$ cat src/rtl/byte_encode_stream.sv
// -----------------------------------------------------------------------------
// byte_encode_stream
//   Streaming ByteEncode_ELL. Packs NUM_COEFFS coefficients of ELL bits each,
//   LSB-first, into a NUM_COEFFS*ELL/8 byte stream. Coefficients enter through
//   one valid/ready channel, bytes leave through another. With ELL==12 each
//   coefficient is reduced once modulo Q before packing.
//
// Ports
//   clk          rising-edge clock
//   rst          asynchronous active-high reset
//   start        begin a frame (only looked at while idle)
//   coeff_in     coefficient value, ELL bits
//   coeff_valid  coeff_in is valid
//   coeff_ready  engine takes coeff_in this cycle
//   byte_out     packed byte (low byte of the bit accumulator)
//   byte_valid   byte_out is valid
//   byte_ready   downstream takes byte_out this cycle
//   busy         frame in progress
//   done         one-cycle pulse after the last byte handshake
// -----------------------------------------------------------------------------
module byte_encode_stream #(
    parameter int ELL        = 12,
    parameter int NUM_COEFFS = 256,
    parameter int Q          = 3329,
    parameter int BYTE_COUNT = NUM_COEFFS * ELL / 8
) (
    input  logic           clk,
    input  logic           rst,
    input  logic           start,
    input  logic [ELL-1:0] coeff_in,
    input  logic           coeff_valid,
    output logic           coeff_ready,
    output logic [7:0]     byte_out,
    output logic           byte_valid,
    input  logic           byte_ready,
    output logic           busy,
    output logic           done
);

    // A push only happens with fewer than 8 bits held, so the accumulator
    // never needs more than ELL+7 bits.
    localparam int ACC_W  = ELL + 7;
    localparam int FILL_W = $clog2(ACC_W + 1);
    localparam int CC_W   = $clog2(NUM_COEFFS + 1);
    localparam int BC_W   = $clog2(BYTE_COUNT + 1);

    localparam logic [FILL_W-1:0] FILL_BYTE = FILL_W'(8);
    localparam logic [FILL_W-1:0] FILL_ELL  = FILL_W'(ELL);
    localparam logic [CC_W-1:0]   CC_MAX    = CC_W'(NUM_COEFFS);
    localparam logic [BC_W-1:0]   BC_LAST   = BC_W'(BYTE_COUNT - 1);
    localparam logic [ELL-1:0]    Q_L       = ELL'(Q);

    typedef enum logic [1:0] {
        S_IDLE,
        S_ACCEPT,
        S_DRAIN,
        S_FIN
    } state_t;

    state_t            state, state_nx;
    logic [ACC_W-1:0]  acc;
    logic [FILL_W-1:0] fill;
    logic [CC_W-1:0]   coeff_cnt;
    logic [BC_W-1:0]   byte_cnt;

    logic              push, pop, last_pop;
    logic [ELL-1:0]    red;
    logic [ACC_W-1:0]  ins;

    // ------------------------------------------------------------------
    // Handshake qualifiers, all derived from registered state only.
    // ------------------------------------------------------------------
    assign coeff_ready = (state == S_ACCEPT) && (fill < FILL_BYTE) &&
                         (coeff_cnt < CC_MAX);
    assign byte_valid  = ((state == S_ACCEPT) || (state == S_DRAIN)) &&
                         (fill >= FILL_BYTE);
    assign byte_out    = acc[7:0];
    assign busy        = (state == S_ACCEPT) || (state == S_DRAIN);
    assign done        = (state == S_FIN);

    // push needs fill<8 and pop needs fill>=8: they are mutually exclusive.
    assign push     = coeff_valid && coeff_ready;
    assign pop      = byte_valid && byte_ready;
    assign last_pop = pop && (byte_cnt == BC_LAST);

    // Single conditional subtraction: inputs are at most 2^12-1 < 2Q.
    always_comb begin
        red = coeff_in;
        if ((ELL == 12) && (coeff_in >= Q_L))
            red = coeff_in - Q_L;
    end

    // fill<8 when pushing, so the shifted coefficient stays inside ACC_W.
    assign ins = ACC_W'(red) << fill;

    // ------------------------------------------------------------------
    // FSM
    // ------------------------------------------------------------------
    always_ff @(posedge clk or posedge rst) begin
        if (rst)
            state <= S_IDLE;
        else
            state <= state_nx;
    end

    always_comb begin
        state_nx = state;
        case (state)
            S_IDLE: begin
                if (start)
                    state_nx = S_ACCEPT;
            end
            S_ACCEPT: begin
                // The final byte can leave in the same cycle the coefficient
                // count saturates, so check for it here as well.
                if (last_pop)
                    state_nx = S_FIN;
                else if (coeff_cnt == CC_MAX)
                    state_nx = S_DRAIN;
            end
            S_DRAIN: begin
                if (last_pop)
                    state_nx = S_FIN;
            end
            S_FIN: begin
                state_nx = S_IDLE;
            end
            default: state_nx = S_IDLE;
        endcase
    end

    // ------------------------------------------------------------------
    // Bit accumulator and counters
    // ------------------------------------------------------------------
    always_ff @(posedge clk or posedge rst) begin
        if (rst) begin
            acc       <= '0;
            fill      <= '0;
            coeff_cnt <= '0;
            byte_cnt  <= '0;
        end else if ((state == S_IDLE) && start) begin
            acc       <= '0;
            fill      <= '0;
            coeff_cnt <= '0;
            byte_cnt  <= '0;
        end else if (push) begin
            acc       <= acc | ins;
            fill      <= fill + FILL_ELL;
            coeff_cnt <= coeff_cnt + 1'b1;
        end else if (pop) begin
            acc       <= acc >> 8;
            fill      <= fill - FILL_BYTE;
            byte_cnt  <= byte_cnt + 1'b1;
        end
    end

endmodule

$ cat config.mk
export PLATFORM = sky130hd
export DESIGN_NAME = byte_encode_stream
export DESIGN_NICKNAME = d
export VERILOG_FILES = /design/src/rtl/byte_encode_stream.sv
export SDC_FILE = /design/constraint.sdc
export NUM_CORES = 1
export LEC_CHECK = 0
export BUFFER_PORTS_ARGS = -buffer_cell sky130_fd_sc_hd__buf_2
export CORE_MARGIN = 2
export CORE_UTILIZATION = 64
export DETAILED_ROUTE_END_ITERATION = 8
export HOLD_SLACK_MARGIN = 0.12
export PLACE_DENSITY = 0.88
export SYNTH_ARGS = -nofsm -noshare
export SYNTH_HDL_FRONTEND = slang
export SYNTH_SLANG_ARGS = --single-unit
$ cat constraint.sdc
create_clock -name clk -period 6.1 [get_ports clk]
set_input_delay 0.305 -clock clk [delete_from_list [all_inputs] [get_ports clk]]
set_output_delay 0.305 -clock clk [all_outputs]
set_load 0.1 [all_outputs]
== After elaboration in Yosys (flattened, before gate mapping) ==
Index checks and enable logic that the tools add are counted.

* Register bits: 44
* Bits in latches: 0
* Memory bits (writable): 0
* Memory bits (read-only): 0
* Bits of input ports: 17
* Output and inout bits: 12
* Word-level logic and storage cells: 56
* Memories kept: 0

* $add $sub $neg: 5
* Multipliers: 0
* Divide/modulo/power cells: 0
* Order comparisons: 4
* Eq/ne operators: 9
* Shifts and indexed selects: 1
* Multiplexer cells: 17
* Bitwise gates (word level): 1
* Reductions and logical operators: 14

{| class="wikitable"
|+ Operators by type and width
! kind !! count
|-
| $mux W19 || 3
|-
| $mux W9 || 5
|-
| $or A19 B19 Y19 || 1
|-
| $shl A12 B5 Y19 || 1
|-
| $add A9 B1 Y9 const B || 2
|-
| $eq A9 B9 Y1 const B || 2
|-
| $mux W5 || 3
|-
| $ge A12 B12 Y1 const B || 1
|-
| $mux W12 || 1
|-
| $sub A12 B12 Y12 const B || 1
|-
| $lt A9 B9 Y1 const B || 1
|-
| $mux W2 || 4
|-
| $pmux W2 S4 || 1
|-
| $logic_and A1 B1 Y1 || 7
|-
| $add A5 B4 Y5 const B || 1
|-
| $ge A5 B4 Y1 const B || 1
|-
| $lt A5 B4 Y1 const B || 1
|-
| $sub A5 B4 Y5 const B || 1
|-
| $eq A2 B2 Y1 const B || 2
|-
| $ne A2 B2 Y1 const B || 2
|-
| $reduce_bool A2 Y1 || 2
|-
| $ne A3 B2 Y1 const B || 1
|-
| $reduce_and A3 Y1 || 1
|-
| $reduce_bool A3 Y1 || 1
|-
| 5 further kinds || 5
|}

== Logic depth before layout (Yosys ltp) ==
* Word-level depth: 7
* Mapped depth: 11
* Mapped depth without buffers: 8

== Worst setup path after synthesis ==
OpenSTA, ideal clock, no wires.

* Kind: reg2out
* From: register state[0]
* To: output byte_valid
* Arrival time: 3.626 ns
* Required time: 5.795 ns
* Slack: 2.169 ns
* Stages on the path, launching flop included: 4
* Path buffers: 0
* Cells stage by stage: dfrtp_1 > inv_1 > ha_1 > a21boi_0

* Word-level cells in the longest chain between the ends: 3
* Elaborated cells between the ends (all ways): 4
* Those cells by class: eq/ne: 2; reduce/logical: 2

{| class="wikitable"
|+ Ends and longest elaborated chain
! item !! line !! text
|-
| from (decl) || 60 || <nowiki>state_t state, state_nx;</nowiki>
|-
| from (signal assigned) || 103 || <nowiki>state <= state_nx;</nowiki>
|-
| $eq A2 B1 Y1 or $eq A2 B2 Y1 (tied branches) || - ||
|-
| $logic_or A1 B1 Y1 * || - ||
|-
| via busy || 36 || <nowiki>output logic busy,</nowiki>
|-
| $logic_and A1 B1 Y1 * || 75 || <nowiki>assign byte_valid = ((state == S_ACCEPT) || (state == S_DRAIN)) &&</nowiki>
|-
| to (decl) || 34 || <nowiki>output logic byte_valid,</nowiki>
|}

Mark *: on every way through the listed nets, which the timed path passes. The rest lies on a longest branch.

== Worst setup path after layout ==
* From: register fill[4]
* To: register byte_cnt[4]

* Word-level cells in the longest chain between the ends: 6
* Elaborated cells between the ends (all ways): 10
* Those cells by class: order compare: 2; eq/ne: 1; reduce/logical: 7

{| class="wikitable"
|+ Ends and longest elaborated chain
! item !! line !! text
|-
| from (decl) || 62 || <nowiki>logic [FILL_W-1:0] fill;</nowiki>
|-
| from (signal assigned) || 148 || <nowiki>fill <= fill + FILL_ELL;</nowiki>
|-
| from (signal assigned) || 152 || <nowiki>fill <= fill - FILL_BYTE;</nowiki>
|-
| $lt A5 B4 Y1 || 73 || <nowiki>assign coeff_ready = (state == S_ACCEPT) && (fill < FILL_BYTE) &&</nowiki>
|-
| $logic_and A1 B1 Y1 (2 in a row) || 73 ||
|-
| $logic_and A1 B1 Y1 || 82 || <nowiki>assign push = coeff_valid && coeff_ready;</nowiki>
|-
| $ne A2 B1 Y1 (no line) || - ||
|-
| $reduce_and A2 Y1 (no line) * || - ||
|-
| to (signal assigned) || 153 || <nowiki>byte_cnt <= byte_cnt + 1'b1;</nowiki>
|-
| to (decl) || 64 || <nowiki>logic [BC_W-1:0] byte_cnt;</nowiki>
|}

Mark *: on every way between the ends. The rest lies on a longest branch, timed or not.
A chain may end at the register's enable or synchronous reset.

==> metrics.md <==
| Metric | Value |
|---|---|
| First-pass GRT wire length | between 10 and 15 mm |
| Max Clock Skew | 0.0122 ns |
| Die Span Y | 72.1 um |
| Worst EP required | roughly 6.3 ns |
| Post-synth EDFFs | 0 |
| Max_cap viols | 0 |
| All-layer global routing usage | 0.288 |
| Drt total wl | 6.98 mm |
| Final #Nets | ~380 |
| Worst r2r dst | byte_cnt[4]$_DFFE_PP0P_ |
| Clock power share | 0.143 |
| Final number of setup-violating endpoints | 0 |
| Die Wd | 72.1 um |
| RePlAce Congestion | approximately 0.99 |
| Initial core utilization | 0.673 |
| Post-Syn Nets | around 360 |
| Slew Limit Fails | 0 |
| Pwr Density | 482 mW/mm^2 |
| Initial antenna violation count | 0 |
| H-tree levels | 2 |
| Critical path data arrival time | about 3.3 ns |
| Area delta synth->final | 6.74% |
| Synth Register Bits | 42 |
| Switching part of the total power | 0.537 |
| Via count | approximately 2600 |
| Fin util | 0.718 |
| Cell family with most CP delay | simple AND/OR/NAND/NOR gates |
| Crit-path cells | inv_1 -> ha_1 -> and4b_1 -> a211oi_4 -> nor2_1 -> nor3b_1 -> xnor2_1 -> nor2_1 |
| HPWL Detailed | 5.13 mm |
| Tmin final | 3.07 ns |
| Flop2flop setup slack | 3.03 ns |
| Max stage delay on crit path | 0.73 ns |
| Sink Count | 42 |
| Sequential-to-total area share from yosys stat | 0.354 |
| Lkg Pwr | between 1 and 1.5 nW |
| Path category of the worst min-delay check | in -> async |
| Peak VDD IR | between 0.2 and 0.25 mV |
| Share of cells above drive strength 1 | 0.146 |
| Yosys warns | 0 |
| Starting DRT DRC Count | roughly 290 |
| Top FF cell, synth | dfrtp_1 |
| Cell mode on critical path | nor2_1 |
| FF-to-FF path depth | 8 |
| Placed cell count | just under 400 |
| Final Cycle Share | 0.504 |
| CTS clk-pin slew, worst paths | around 0.09 ns |
| P_sw | 0.820 mW |
| Initial DRT Pass Iterations | 5 |
| Post-layout power | 1.53 mW |
| Antenna Violating Nets Remaining | 0 |
| Status | completed |
| Setup bufs post-CTS | 0 |
| Core Region | between 0.004 and 0.005 mm^2 |
| Critical path buffers and inverters | 1 |
| CTS tree | yes |
| Site Rows | 24 |
| Startpoint Class | flop |
| Vias in the first global route | 2488 |
| DRC | 0 |
| Critical path endpoint category | flop |
| Vias/cell | between 6 and 7 |
| Drt wl/cell | 17.4 um |
| Least-Margin Pin Slew | 0.896 ns |
| Setup_tns | 0 ns |
| Root Driver | clkbuf_8 |
| Die Area | 0.00520 mm^2 |
| Asr flop ratio synth | 1.00 |
| Fin. Hold Viols | 0 |
| Gate count of the mapped netlist | 331 |
| Relative slew slack | 0.401 |
| Peak Freq | 325 MHz |
| Post-synth cell types | 70 |
| Min Hold Slack | 0.120 ns |
| Non-Filler Instances | about 400 |
| Seq pwr share | 0.282 |
| CP max stage cell | nor2_1 |
| Worst-Skew Late Latency | 0.30 ns |
| IO Port Bufs | 28 |
| Crit Path Class | reg -> reg |
| # IOs | 29 |
| Post-CTS Resized | 0 |
| CTS max path bufs | 2 |
| Hold_buf cts | 0 |
| Largest net degree at the start of global routing | 43 |
| Combinational Power Share | 0.576 |
| FF-to-FF Start | fill[4]$_DFFE_PP0P_ |
| Syn Area/Cell | 8.97 um^2 |
| Antenna cells | 0 |
| GRT overflow | 0 |
| Post-Syn Area | 0.00297 mm^2 |
| Num CTS Buffers | 5 |
| RSZ-0062 raised after global routing | false |
| Internal power | 0.707 mW |
| Crit path max fanout | 19 |
-- synthesized netlist by cell type (2+ instances only) --
cell | count | area, um^2
nand2_1 | 31 | 116
nor4b_2 | 2 | 30.0
o21ai_0 | 14 | 70.1
nor3b_1 | 2 | 15.0
nand4_1 | 3 | 18.8
or3_1 | 7 | 43.8
a211oi_1 | 2 | 15.0
a21o_1 | 5 | 37.5
a31oi_1 | 2 | 12.5
o221ai_1 | 3 | 26.3
xnor2_1 | 8 | 70.1
clkbuf_1 | 6 | 22.5
buf_4 | 11 | 82.6
inv_1 | 17 | 63.8
a21boi_0 | 2 | 15.0
nor4b_1 | 2 | 17.5
a32oi_1 | 5 | 43.8
dfrtp_1 | 42 | 1050
ha_1 | 13 | 163
buf_2 | 2 | 10.0
and3_1 | 3 | 18.8
a21oi_1 | 19 | 95.1
a221o_1 | 2 | 20.0
a221oi_1 | 2 | 17.5
and2_1 | 2 | 12.5
a22oi_1 | 2 | 15.0
nor3_1 | 5 | 25.0
nor4_1 | 2 | 12.5
o21ai_1 | 9 | 45.0
o211ai_1 | 3 | 22.5
nand3_1 | 8 | 40.0
xor2_1 | 8 | 70.1
nor2_1 | 34 | 128
and4bb_2 | 2 | 25.0
nand2b_1 | 3 | 18.8
o22ai_1 | 2 | 12.5
o21a_1 | 4 | 30.0
mux2i_1 | 9 | 90.1
o32ai_1 | 2 | 17.5
-- power by group through the flow --
stage	Combinational (mW)	Clock [mW]	Sequential, mW
floorplan	0.782	0	0.397
CTS	0.873	0.217	0.427
finish	0.879	0.218	0.430
global route	0.949	0.230	0.439
global placement	0.843	0	0.430
detailed placement	0.867	0	0.433
-- worst min-delay path, cell delays in order --
cell and delay (ns):
buf_2 0.09, inv_1 0.04, buf_4 0.43
-- cells in the final DEF (no fill, tap or decap), types with 3 or more instances in the layout --
cell,n
o211ai_1,3
buf_2,28
nor3_1,5
o21ai_0,14
a21o_1,5
a32oi_1,5
nor2_1,34
or3_1,7
nand2b_1,3
xnor2_1,8
a21oi_1,19
nand2_1,31
o21ai_1,9
xor2_1,8
inv_1,17
o221ai_1,3
nand3_1,8
mux2i_1,9
ha_1,13
and3_1,3
clkbuf_8,5
dfrtp_1,42
o21a_1,4
nand4_1,3
-- cell families (layout without fill, tap and decap cells) --
family	after synthesis	count (layout)	synth area share
fa+ha+maj	13	13	0.0548
simple gates	115	115	0.207
compound gates	96	96	0.230
flops	42	42	0.354
xor+xnor	16	16	0.0472
mux	12	12	0.0430
buf+inv	37	55	0.0640
-- worst max-delay path by stage --
stage                                     from                      end  depth (start not counted)
final                      fill[4]$_DFFE_PP0P_  byte_cnt[4]$_DFFE_PP0P_                          8
after global routing       fill[4]$_DFFE_PP0P_  byte_cnt[6]$_DFFE_PP0P_                          8
after CTS                  fill[3]$_DFFE_PP0P_  byte_cnt[4]$_DFFE_PP0P_                          8
after detailed placement   fill[3]$_DFFE_PP0P_  byte_cnt[4]$_DFFE_PP0P_                          8
after global placement     fill[3]$_DFFE_PP0P_  byte_cnt[4]$_DFFE_PP0P_                          8
after floorplan           state[0]$_DFFE_PP0P_               byte_valid                          3
-- registers in the layout, summed over array words and instances, names as in the netlist --
name and flops:
acc 19, fill 3, byte_cnt 9, state 2
coeff_cnt 9
-- layout make-up --
type                            count  area, um^2
Multi-Input combinational cell    252        1730
Fill cell                         353        1240
Sequential cell                    42        1050
Timing Repair Buffer               30         155
Clock buffer                        7        76.3
Tap cell                           52        65.1
Inverter                           17        63.8
Clock inverter                      1        30.0
-- routing by layer --
metal / vias to the layer above / track usage / share of wire
li1: 1244 / - / -
met1: 1227 / 0.403 / 0.42
met2: 134 / 0.462 / 0.48
met3: 15 / 0.0417 / 0.078
met4: 0 / 0.0943 / 0.018
met5: - / 0 / 0
-- metrics by stage --
stage                     setup slack (ns)  instance area [um^2]
after floorplan                       2.17                  2970
after global placement                3.28                  3060
final                                 3.03                  3170
after CTS                             3.07                  3170
after global routing                  2.74                  3170
after detailed placement              3.10                  3060
No activity file was read; power rests on OpenSTA's default activity.
